$ cat src/rtl/mem_arbiter.sv
// Two-master round-robin arbiter sharing one memory port between
// instruction and data caches; one read or write transaction at a time.
module mem_arbiter #(
  parameter int ADDR_W = 32,
  parameter int DATA_W = 128,
  parameter int STRB_W = DATA_W / 8,
  parameter int MSG_W  = 32
) (
  input  logic              clk,
  input  logic              rst,
  input  logic [ADDR_W-1:0] Inst_Cahe_readAddr_addr,
  input  logic              Inst_Cahe_readAddr_valid,
  output logic              Inst_Cahe_readAddr_ready,
  output logic [DATA_W-1:0] Inst_Cahe_readData_data,
  output logic              Inst_Cahe_readData_valid,
  input  logic              Inst_Cahe_readData_ready,
  input  logic [ADDR_W-1:0] Inst_Cahe_writeAddr_addr,
  input  logic              Inst_Cahe_writeAddr_valid,
  output logic              Inst_Cahe_writeAddr_ready,
  input  logic [DATA_W-1:0] Inst_Cahe_writeData_data,
  input  logic [STRB_W-1:0] Inst_Cahe_writeData_strb,
  input  logic              Inst_Cahe_writeData_valid,
  output logic              Inst_Cahe_writeData_ready,
  output logic [MSG_W-1:0]  Inst_Cahe_writeResp_msg,
  output logic              Inst_Cahe_writeResp_valid,
  input  logic              Inst_Cahe_writeResp_ready,
  input  logic [ADDR_W-1:0] Data_Cahe_readAddr_addr,
  input  logic              Data_Cahe_readAddr_valid,
  output logic              Data_Cahe_readAddr_ready,
  output logic [DATA_W-1:0] Data_Cahe_readData_data,
  output logic              Data_Cahe_readData_valid,
  input  logic              Data_Cahe_readData_ready,
  input  logic [ADDR_W-1:0] Data_Cahe_writeAddr_addr,
  input  logic              Data_Cahe_writeAddr_valid,
  output logic              Data_Cahe_writeAddr_ready,
  input  logic [DATA_W-1:0] Data_Cahe_writeData_data,
  input  logic [STRB_W-1:0] Data_Cahe_writeData_strb,
  input  logic              Data_Cahe_writeData_valid,
  output logic              Data_Cahe_writeData_ready,
  output logic [MSG_W-1:0]  Data_Cahe_writeResp_msg,
  output logic              Data_Cahe_writeResp_valid,
  input  logic              Data_Cahe_writeResp_ready,
  output logic [ADDR_W-1:0] Mem_readAddr_addr,
  output logic              Mem_readAddr_valid,
  input  logic              Mem_readAddr_ready,
  input  logic [DATA_W-1:0] Mem_readData_data,
  input  logic              Mem_readData_valid,
  output logic              Mem_readData_ready,
  output logic [ADDR_W-1:0] Mem_writeAddr_addr,
  output logic              Mem_writeAddr_valid,
  input  logic              Mem_writeAddr_ready,
  output logic [DATA_W-1:0] Mem_writeData_data,
  output logic [STRB_W-1:0] Mem_writeData_strb,
  output logic              Mem_writeData_valid,
  input  logic              Mem_writeData_ready,
  input  logic [MSG_W-1:0]  Mem_writeResp_msg,
  input  logic              Mem_writeResp_valid,
  output logic              Mem_writeResp_ready,
  output logic [1:0]        grant,
  output logic              busy
);

  typedef enum logic [2:0] {
    IDLE, RD_ADDR, RD_DATA, WR_REQ, WR_RESP
  } state_t;

  state_t state, stateNxt;
  logic owner, ownerNxt;
  logic lastGrant, lastGrantNxt;
  logic awDone, awDoneNxt;
  logic wDone, wDoneNxt;

  logic instReq, dataReq, win, winWrite;
  logic awFire, wFire;

  // owner-selected master request side
  logic [ADDR_W-1:0] raAddr, waAddr;
  logic [DATA_W-1:0] wdData;
  logic [STRB_W-1:0] wdStrb;
  logic raValid, rdReady, waValid, wdValid, wrReady;

  // owner-side responses, steered to one master below
  logic [DATA_W-1:0] rdData;
  logic [MSG_W-1:0]  wrMsg;
  logic raReady, rdValid, waReady, wdReady, wrValid;

  assign raAddr  = owner ? Data_Cahe_readAddr_addr   : Inst_Cahe_readAddr_addr;
  assign raValid = owner ? Data_Cahe_readAddr_valid  : Inst_Cahe_readAddr_valid;
  assign rdReady = owner ? Data_Cahe_readData_ready  : Inst_Cahe_readData_ready;
  assign waAddr  = owner ? Data_Cahe_writeAddr_addr  : Inst_Cahe_writeAddr_addr;
  assign waValid = owner ? Data_Cahe_writeAddr_valid : Inst_Cahe_writeAddr_valid;
  assign wdData  = owner ? Data_Cahe_writeData_data  : Inst_Cahe_writeData_data;
  assign wdStrb  = owner ? Data_Cahe_writeData_strb  : Inst_Cahe_writeData_strb;
  assign wdValid = owner ? Data_Cahe_writeData_valid : Inst_Cahe_writeData_valid;
  assign wrReady = owner ? Data_Cahe_writeResp_ready : Inst_Cahe_writeResp_ready;

  assign instReq = Inst_Cahe_readAddr_valid | Inst_Cahe_writeAddr_valid;
  assign dataReq = Data_Cahe_readAddr_valid | Data_Cahe_writeAddr_valid;
  // win: 1 = Data; on a tie the master that did not win last time goes
  assign win      = (instReq & dataReq) ? ~lastGrant : ~instReq;
  assign winWrite = win ? Data_Cahe_writeAddr_valid : Inst_Cahe_writeAddr_valid;

  assign awFire = waValid & ~awDone & Mem_writeAddr_ready;
  assign wFire  = wdValid & ~wDone & Mem_writeData_ready;

  assign busy  = (state != IDLE);
  assign grant = !busy ? 2'b00 : (owner ? 2'b10 : 2'b01);

  always_ff @(posedge clk or negedge rst) begin
    if (!rst) begin
      state     <= IDLE;
      owner     <= 1'b0;
      lastGrant <= 1'b1;
      awDone    <= 1'b0;
      wDone     <= 1'b0;
    end else begin
      state     <= stateNxt;
      owner     <= ownerNxt;
      lastGrant <= lastGrantNxt;
      awDone    <= awDoneNxt;
      wDone     <= wDoneNxt;
    end
  end

  always_comb begin
    stateNxt     = state;
    ownerNxt     = owner;
    lastGrantNxt = lastGrant;
    awDoneNxt    = awDone;
    wDoneNxt     = wDone;
    Mem_readAddr_addr   = '0;
    Mem_readAddr_valid  = 1'b0;
    Mem_readData_ready  = 1'b0;
    Mem_writeAddr_addr  = '0;
    Mem_writeAddr_valid = 1'b0;
    Mem_writeData_data  = '0;
    Mem_writeData_strb  = '0;
    Mem_writeData_valid = 1'b0;
    Mem_writeResp_ready = 1'b0;
    raReady = 1'b0;
    rdData  = '0;
    rdValid = 1'b0;
    waReady = 1'b0;
    wdReady = 1'b0;
    wrMsg   = '0;
    wrValid = 1'b0;
    case (state)
      IDLE: begin
        if (instReq | dataReq) begin
          ownerNxt     = win;
          lastGrantNxt = win;
          stateNxt     = winWrite ? WR_REQ : RD_ADDR;
        end
      end
      RD_ADDR: begin
        Mem_readAddr_addr  = raAddr;
        Mem_readAddr_valid = raValid;
        raReady            = Mem_readAddr_ready;
        if (raValid & Mem_readAddr_ready) stateNxt = RD_DATA;
      end
      RD_DATA: begin
        rdData             = Mem_readData_data;
        rdValid            = Mem_readData_valid;
        Mem_readData_ready = rdReady;
        if (Mem_readData_valid & rdReady) stateNxt = IDLE;
      end
      WR_REQ: begin
        Mem_writeAddr_addr  = waAddr;
        Mem_writeAddr_valid = waValid & ~awDone;
        waReady             = Mem_writeAddr_ready & ~awDone;
        Mem_writeData_data  = wdData;
        Mem_writeData_strb  = wdStrb;
        Mem_writeData_valid = wdValid & ~wDone;
        wdReady             = Mem_writeData_ready & ~wDone;
        awDoneNxt           = awDone | awFire;
        wDoneNxt            = wDone | wFire;
        if ((awDone | awFire) & (wDone | wFire)) stateNxt = WR_RESP;
      end
      WR_RESP: begin
        wrMsg               = Mem_writeResp_msg;
        wrValid             = Mem_writeResp_valid;
        Mem_writeResp_ready = wrReady;
        if (Mem_writeResp_valid & wrReady) begin
          stateNxt  = IDLE;
          awDoneNxt = 1'b0;
          wDoneNxt  = 1'b0;
        end
      end
      default: stateNxt = IDLE;
    endcase
  end

  always_comb begin
    Inst_Cahe_readAddr_ready  = 1'b0;
    Inst_Cahe_readData_data   = '0;
    Inst_Cahe_readData_valid  = 1'b0;
    Inst_Cahe_writeAddr_ready = 1'b0;
    Inst_Cahe_writeData_ready = 1'b0;
    Inst_Cahe_writeResp_msg   = '0;
    Inst_Cahe_writeResp_valid = 1'b0;
    Data_Cahe_readAddr_ready  = 1'b0;
    Data_Cahe_readData_data   = '0;
    Data_Cahe_readData_valid  = 1'b0;
    Data_Cahe_writeAddr_ready = 1'b0;
    Data_Cahe_writeData_ready = 1'b0;
    Data_Cahe_writeResp_msg   = '0;
    Data_Cahe_writeResp_valid = 1'b0;
    if (owner) begin
      Data_Cahe_readAddr_ready  = raReady;
      Data_Cahe_readData_data   = rdData;
      Data_Cahe_readData_valid  = rdValid;
      Data_Cahe_writeAddr_ready = waReady;
      Data_Cahe_writeData_ready = wdReady;
      Data_Cahe_writeResp_msg   = wrMsg;
      Data_Cahe_writeResp_valid = wrValid;
    end else begin
      Inst_Cahe_readAddr_ready  = raReady;
      Inst_Cahe_readData_data   = rdData;
      Inst_Cahe_readData_valid  = rdValid;
      Inst_Cahe_writeAddr_ready = waReady;
      Inst_Cahe_writeData_ready = wdReady;
      Inst_Cahe_writeResp_msg   = wrMsg;
      Inst_Cahe_writeResp_valid = wrValid;
    end
  end

endmodule

$ cat config.mk
export PLATFORM = sky130hd
export DESIGN_NAME = mem_arbiter
export DESIGN_NICKNAME = d
export VERILOG_FILES = /design/src/rtl/mem_arbiter.sv
export SDC_FILE = /design/constraint.sdc
export NUM_CORES = 1
export LEC_CHECK = 0
export CELL_PAD_IN_SITES_DETAIL_PLACEMENT = 0
export CELL_PAD_IN_SITES_GLOBAL_PLACEMENT = 1
export CORE_AREA = 5 5 446 448
export DETAILED_ROUTE_END_ITERATION = 16
export DIE_AREA = 0 0 451 453
export GPL_TIMING_DRIVEN = 0
export PLACE_DENSITY = 0.38
export SLEW_MARGIN = 20
export SYNTH_ARGS = -nofsm -noshare
export SYNTH_HDL_FRONTEND = slang
export SYNTH_SLANG_ARGS = --single-unit
export TNS_END_PERCENT = 5
$ cat constraint.sdc
create_clock -name clk -period 2.35 [get_ports clk]
set_input_delay 0.47 -clock clk [delete_from_list [all_inputs] [get_ports clk]]
set_output_delay 0.47 -clock clk [all_outputs]
set_load 0.02 [all_outputs]
; Word level (Yosys, flattened, before mapping)
; Index checks and enable logic that the tools add are counted.
; W data, S select, Z words.
[totals]
reg_bits = 7
output_inout_bits = 546
wordCells = 93
[classes]
reduce_logical = 6
n_bitwise = 20
eq_ne = 9
muxes = 53
[op_table]
columns = operator, n
row1 = $mux W128, 5
row2 = $mux W32, 7
row3 = $mux W16, 2
row4 = $mux W1, 28
row5 = $mux W3, 5
row6 = $pmux W3 S5, 1
row7 = $and A1 B1 Y1, 11
row8 = $ne A2 B2 Y1 const B, 5
row9 = $eq A3 B2 Y1 const B, 2
row10 = $mux W2, 3
row11 = $or A1 B1 Y1, 5
row12 = $reduce_and A5 Y1, 1
row13 = $not A1 Y1, 4
row14 = $pmux W1 S2, 2
row15 = $reduce_and A2 Y1, 2
row16 = $eq A3 B1 Y1 const B, 1
row17 = $eq A3 B3 Y1 const B, 1
row18 = $logic_not A3 Y1, 1
row19 = $reduce_bool A3 Y1, 1
row20 = $reduce_bool A2 Y1, 1

; Logic depth before layout (Yosys ltp)
; Gate-level depths: netlist of run 1.
[logic_depth]
depth_word = 7
mapped_depth = 6

; Worst setup path before layout of run 1
; OpenSTA, ideal clock, no wires.
[synth_timing]
path_kind = register to output
from = register state[0]
to = output Mem_readAddr_addr[10]
path_buffers = 3
path_stages_with_launch = 7
setup_slack_ps = 440
t_arrival_ps = 1440
path_cell_list = dfrtp_1 buf_4 inv_2 or3_1 buf_2 buf_6 nor2_1
[synth_via]
elab_chain_cells = 2
[synth_lines]
columns = item, line_no
row1 = from (decl), 67  ; state_t state, stateNxt;
row2 = from (signal assigned), 117  ; state <= stateNxt;
row3 = $eq A3 B1 Y1, 147  ; case (state)
row4 = $mux W32, 147
row5 = to (decl), 43  ; output logic [ADDR_W-1:0] Mem_readAddr_addr,
; Every way passes these cells.

; Worst setup path after layout of run 1
[layout_timing]
from = register owner
to = output Mem_readAddr_addr[29]
[layout_via]
elab_chain_cells = 2
[layout_lines]
columns = item, line_no
row1 = from (decl), 68  ; logic owner, ownerNxt;
row2 = from (signal assigned), 118  ; owner <= ownerNxt;
row3 = $mux W32, 87  ; assign raAddr = owner ? Data_Cahe_readAddr_addr : Inst_Cahe_readAddr_addr;
row4 = $mux W32, 147
; Every way passes these cells.

==> results of run 1 <==
## worst paths after layout
path | slack (ps) | endpoint | startpoint | depth (start not counted)
max in group asynchronous | 1520 | lastGrant | rst | 1
min in group asynchronous | 530 | state[0] | rst | 1
min | 520 | lastGrant | lastGrant | 2
max | -250 | Mem_readAddr_addr[29] | owner | 6
max reg2reg | 710 | state[1] | owner | 6
min reg2reg | 520 | lastGrant | lastGrant | 2
## through the flow
stage                     hold slack [ps]  setup slack [ps]  area (µm²)  util (%)
final                                 516              -249       21000      10.8
after global routing                  548              -294       20900      10.8
after CTS                             509              -288       21300      11.0
after detailed placement              504             -1520       20500      10.6
after global placement                496             -1610       20500      10.6
after floorplan                       174               440        5940         -
## per-layer routing
metal	up-vias	track usage, %	part of all wire, %
met5	-	0	0.22
met4	52	0.758	1.1
met3	220	4.79	8.3
met2	780	27.2	51
met1	5716	16.8	39
li1	5295	-	-
## where the power goes
part | internal [µW] | switching, µW | leakage (µW)
clock | 226 | 66.6 | 0.0000383
combinational | 7310 | 11200 | 0.00944
sequential | 182 | 56.2 | 0.0000821
## registers in the layout, indices dropped and copies added (netlist names)
signal     flops
lastGrant      1
owner          1
state          3
wDone          1
awDone         1
## synth_stat cells
cell type | count | area share, %
nor2b_1 | 4 | 0.42
nor3_1 | 3 | 0.25
nor3_2 | 2 | 0.34
nand4b_1 | 1 | 0.15
dfrtp_1 | 6 | 2.5
buf_2 | 23 | 1.9
nand2b_1 | 2 | 0.21
o22ai_1 | 1 | 0.11
o32a_1 | 1 | 0.17
and2_1 | 324 | 34
and3_1 | 7 | 0.74
a2bb2oi_1 | 1 | 0.15
a21boi_0 | 1 | 0.13
o211ai_1 | 1 | 0.13
or3_1 | 1 | 0.11
nand2_1 | 2 | 0.13
buf_1 | 3 | 0.19
inv_2 | 2 | 0.13
nand3b_1 | 1 | 0.13
nor2_1 | 222 | 14
mux2i_1 | 212 | 36
nor4b_1 | 1 | 0.15
clkbuf_2 | 24 | 2.0
buf_4 | 21 | 2.7
a21o_1 | 1 | 0.13
a21oi_1 | 5 | 0.42
inv_1 | 2 | 0.13
o21ai_0 | 5 | 0.42
dfstp_2 | 1 | 0.44
mux2_2 | 1 | 0.19
clkbuf_1 | 10 | 0.63
o221ai_1 | 1 | 0.15
nor4_1 | 1 | 0.11
a31oi_1 | 1 | 0.11
buf_6 | 3 | 0.57
or2_2 | 1 | 0.11
## kinds of logic after synthesis
logic type | count (synthesis) | synth area share [%]
compound gates | 18 | 1.90
simple gates | 572 | 51.0
flops | 7 | 2.97
buf+inv | 88 | 8.26
mux | 213 | 35.9
## cell usage in the layout (no fill, tap or decap), types with 5 or more instances in the layout
| cell type | instances |
|---|---|
| dlygate4sd2_1 | 98 |
| o21ai_0 | 5 |
| buf_8 | 13 |
| and2_4 | 37 |
| and3_1 | 7 |
| nor2_1 | 190 |
| clkbuf_2 | 123 |
| clkdlybuf4s50_1 | 593 |
| buf_6 | 76 |
| nor2_2 | 23 |
| clkbuf_16 | 11 |
| nor2_4 | 9 |
| clkdlybuf4s15_1 | 8 |
| buf_12 | 17 |
| and2_1 | 284 |
| mux2i_4 | 20 |
| buf_16 | 5 |
| mux2i_1 | 179 |
| dlymetal6s2s_1 | 23 |
| clkbuf_8 | 6 |
| buf_4 | 102 |
| diode_2 | 32 |
| clkdlybuf4s15_2 | 41 |
| mux2i_2 | 13 |
| buf_2 | 97 |
| clkbuf_4 | 37 |
| a21oi_1 | 5 |
## worst max-delay path, stage by stage (launching register included)
cell and delay [ps]:
dfrtp_2 410, buf_12 180, buf_16 180, bufbuf_16 320
mux2i_4 480, nor2_2 90, buf_2 190
## final cells by class
type,instances,share of cell area [%]
plain buffers,84,5.50
clock buffers,4,0.376
multi-input cells,803,27.8
flip-flops and latches,7,0.853
repair buffers,1165,49.9
inverters,4,0.0716
well taps,2542,15.2
diodes,32,0.382
## what timing repair did
| action | 4_1_cts | 5_1_grt |
|---|---|---|
| setup endpoints to repair | 546 | 545 |
| gates resized for setup | 1316 | 1043 |
| setup buffers | 18 | 3 |
| hold buffers | 0 | 0 |
| gates cloned | 5 | 1 |
| pin swaps | 8 | 7 |
==> impl_metrics.csv, run 1 <==
group,metric,value,unit
global_routing,antenna_found_initial,148,
clock_tree,cts.sinks,7,
power,p_per_area,907,nW/µm²
floorplanning,core_area,194000,µm²
logic_synthesis,ys_seq_area_share,2.97,%
sta,final-max-slew-violation-count,0,
sta,slew_headroom,66.4,%
logic_synthesis,syn_area,5940,µm²
logic_synthesis,netlist_instances,898,
detailed_routing,vias,12063,
placed_design,post-place-cells,4578,
global_routing,grt_max_degree,12,
setup_path,worstSetupPathType,"reg2out",
placed_design,hpwl,147,mm
clock_tree,clockBufferDepth,2,
detailed_routing,drc,0,
min_path,hp-class,"reg2reg",
run_status,status,"finished, violations left",
run,cap_violations,0,
sta,fin_ws,-249,ps
clock_tree,cts_made_buffers,3,
clock_tree,path_clk_slew,40,ps
power,vdd_drop_max,0.265,mV
setup_path,crit_arrival,2130,ps
setup_path,worstPathRequired,1880,ps
floorplanning,start_util,3.06,%
placed_design,io_buffers,1138,
placed_design,routabilityCongestion,0.947,
finish,area_growth,253,%
sta,finalHoldViolCount,0,
run_status,violations,"setup timing",
floorplanning,dieArea,204000,µm²
detailed_routing,via_per_inst,2.60,
global_routing,track_usage,14.6,%
logic_synthesis,synth_cell_types,36,
clock_tree,htreeDepth,1,
sta,fin_skew,3.82,ps
floorplanning,die_x,451,µm
floorplanning,pin_count,1139,
finish,drive_above_1_share,31.3,%
global_routing,grt_pass1_wl,184,mm
floorplanning,die_h,453,µm
logic_synthesis,synth.avg_cell_area,6.62,µm²
detailed_routing,wl_per_cell,34.0,µm
logic_synthesis,syn-num-nets,1491,
sta,final-setup-viol-count,152,
detailed_routing,drt_pass1_iterations,5,
clock_tree,cts_root_buffer,"clkbuf_16",
clock_tree,insertion_delay,230,ps
setup_path,worst_setup_path_start_kind,"register",
logic_synthesis,yosys_warnings,0,
floorplanning,floorplan.rows,162,
detailed_routing,ant_nets,0,
global_routing,first_global_vias,12236,
finish,fillerInstances,22672,
finish,stdcell_count,4641,
global_routing,grt.overflow.total,0,
sta,tightest_slew,493,ps
detailed_routing,drt_iter0_drc,600,
finish,nets,2661,
clock_tree,tritoncts,"yes",
sta,min_period,2600,ps
setup_path,worstSetupEndpointType,"output port",
setup_path,crit_fanout,11,
sta,fin_crit_sh,111,%
sta,rsz0062_at_grt,"true",
detailed_routing,drt-total-wl,158,mm
finish,seqCellArea,179,µm²
sta,tns,-10220,ps
finish,multiInputGateArea,5820,µm²
power,p_leak,0.00956,µW
power,p_total,19000,µW
logic_synthesis,synth_seq_cells,7,
sta,clock.fmax,385,MHz
No activity file was read; power rests on OpenSTA's default activity.
==> run 2: changes to the inputs <==
CAP_MARGIN = 20   (was default)
==> run 2 against run 1 <==
Compared with the run above:
- the flow still finishes with violations (setup timing)
- non-clock buffer count up 8
- global-route usage hardly changed
- cell area up 1.5%
- first-iteration DRC count down 1.7%
- clock skew is 3.1 ps lower
- critical path type is now in2out
- critical endpoint is now Mem_writeResp_ready
- largest cell class unchanged
- highest routed layer unchanged
==> impl_metrics.csv, run 2 (synthesis gave the netlist of run 1 again) <==
group,metric,value,unit
setup_path,worstRegToRegCells,6,
floorplanning,core_area,194000,µm²
run,cap_violations,0,
detailed_routing,wl_per_cell,33.8,µm
finish,mostFrequentLayoutCell,"clkdlybuf4s50_1",
global_routing,grt_pass1_wl,185,mm
floorplanning,floorplan.rows,162,
setup_path,r2r-end,"state[0]",
floorplanning,dieArea,204000,µm²
min_path,min_from,"lastGrant",
finish,area_growth,258,%
placed_design,io_buffers,1138,
setup_path,crit_arrival,2090,ps
setup_path,crit_fanout,3,
global_routing,first_global_vias,12355,
power,vdd_drop_max,0.256,mV
sta,min_period,2560,ps
finish,largest_reg_flops,3,
sta,slew_headroom,63.0,%
sta,finalHoldViolCount,0,
min_path,hp-class,"reg2reg",
setup_path,worstSetupPathType,"in2out",
floorplanning,start_util,3.06,%
sta,clock.fmax,391,MHz
placed_design,routabilityCongestion,0.947,
setup_path,rr_startpoint,"owner",
finish,final_util,11.0,%
clock_tree,cts_root_buffer,"clkbuf_16",
clock_tree,clockBufferDepth,2,
clock_tree,cts_made_buffers,3,
setup_path,cp_slowest_cell,"clkdlybuf4s50_1",
clock_tree,insertion_delay,230,ps
floorplanning,pin_count,1139,
sta,fin_ws,-210,ps
clock_tree,cts.sinks,7,
run_status,status,"finished, violations left",
global_routing,grt_max_degree,11,
setup_path,worst-path-stages,4,
detailed_routing,drc,0,
placed_design,hpwl,147,mm
setup_path,worst_setup_path_start_kind,"primary input",
setup_path,crit_path_max_incr_delay,570,ps
setup_path,cp_num_buf_inv,2,
clock_tree,tritoncts,"yes",
setup_path,worstPathRequired,1880,ps
min_path,hold_path_depth,2,
clock_tree,postCtsHoldBufs,0,
finish,drive_above_1_share,31.7,%
sta,final-max-slew-violation-count,0,
sta,fin_skew,0.760,ps
setup_path,path_cells,"clkdlybuf4s50_1 -> mux2_2 -> and3_1 -> dlygate4sd2_1",
floorplanning,die_x,451,µm
setup_path,worstSetupEndpointType,"output port",
sta,final-setup-viol-count,204,
sta,rsz0062_at_grt,"true",
clock_tree,htreeDepth,1,
global_routing,track_usage,14.5,%
run_status,violations,"setup timing",
finish,fillerInstances,22656,
sta,tightest_slew,540,ps
finish,nets,2669,
floorplanning,die_h,453,µm
power,p_per_area,893,nW/µm²
setup_path,critical_path.top_delay_family,"buffers and inverters",
finish,layout_common_cells,"clkdlybuf4s50_1 (593), and2_1 (262), nor2_1 (189), mux2i_1 (176), dlygate4sd2_1 (128)",
detailed_routing,ant_nets,0,
detailed_routing,via_per_inst,2.60,
setup_path,ff2ff_setup_slack,610,ps
sta,whs,515,ps
global_routing,grt.overflow.total,0,
detailed_routing,drt_pass1_iterations,5,
detailed_routing,drt-total-wl,157,mm
sta,fin_crit_sh,109,%
min_path,min_to,"lastGrant",
clock_tree,path_clk_slew,40,ps
finish,regMostFlops,"state",
detailed_routing,vias,12083,
global_routing,antenna_found_initial,153,
power,p_leak,0.00957,µW
setup_path,startpoint,"Data_Cahe_writeResp_ready",
detailed_routing,drt_iter0_drc,590,
-- run 2: changes by cell type in the layout (fill, tap and decap cells not counted), moves of 4 or more --
cell / previous run / this run
clkbuf_2: 123 / 77
dlygate4sd2_1: 98 / 128
and2_1: 284 / 262
and2_4: 37 / 57
buf_4: 102 / 119
buf_6: 76 / 93
buf_2: 97 / 84
clkdlybuf4s15_2: 41 / 53
buf_12: 17 / 9
dlymetal6s2s_1: 23 / 16
diode_2: 32 / 37
clkbuf_4: 37 / 41
mux2i_2: 13 / 17
nor2_4: 9 / 13
-- run 2: power breakdown --
group	leakage [µW]	switching, µW	internal, µW	total, µW
registers	0.0000821	54.1	182	236
logic	0.00945	11200	7290	18500
clock network	0.0000384	61.9	225	287
-- run 2: per-stage QoR --
step / setup slack (ps) / power (µW) / cell area (µm²) / cells / setup TNS (ps)
after floorplan: 440 / 7840 / 5940 / 898 / 0
after global placement: -1610 / 18200 / 20500 / 4578 / -407900
after detailed placement: -1510 / 18100 / 20500 / 4579 / -402080
after CTS: -256 / 18900 / 21600 / 4608 / -81950
after global routing: -260 / 19900 / 21200 / 4622 / -32700
final: -210 / 19000 / 21300 / 4654 / -11620
-- run 2: repair_timing --
item,4_1_cts,5_1_grt
gates cloned,4,1
hold endpoints to repair,0,0
setup endpoints to repair,546,545
pin swaps,12,25
gates resized for setup,1388,968
setup buffers,21,9
-- run 2: layout make-up --
type | instances | area [µm²] | area share, %
Antenna cell | 37 | 92.6 | 0.435
Timing Repair Buffer | 1173 | 10700 | 50.3
Sequential cell | 7 | 179 | 0.841
Inverter | 4 | 15.0 | 0.0705
Buffer | 84 | 1120 | 5.28
Tap cell | 2542 | 3180 | 14.9
Clock buffer | 4 | 78.8 | 0.370
Multi-Input combinational cell | 803 | 5900 | 27.7
-- run 2: how the worst max path moves through the flow --
stage	end	slack [ps]
2_1_floorplan	Mem_readAddr_addr[10]	440
3_3_place_gp	Mem_readAddr_addr[29]	-1610
3_5_place_dp	Mem_readAddr_addr[26]	-1510
4_1_cts	Mem_writeData_valid	-260
5_1_grt	Inst_Cahe_readData_data[90]	-260
6_report	Mem_writeResp_ready	-210
-- run 2: routing by layer --
metal	vias up	wire (µm)	GRT usage [%]
li1	5325	-	-
met1	5750	62400	17.0
met2	762	80000	26.7
met3	200	12400	4.78
met4	46	1950	1.28
met5	-	304	0
-- run 2: worst reg2reg max path, stage by stage (launching register included) --
cell and delay, ps:
dfrtp_2 430, buf_12 170, buf_4 150, mux2i_2 200, nor2b_1 230, o32a_1 270
o221ai_1 140
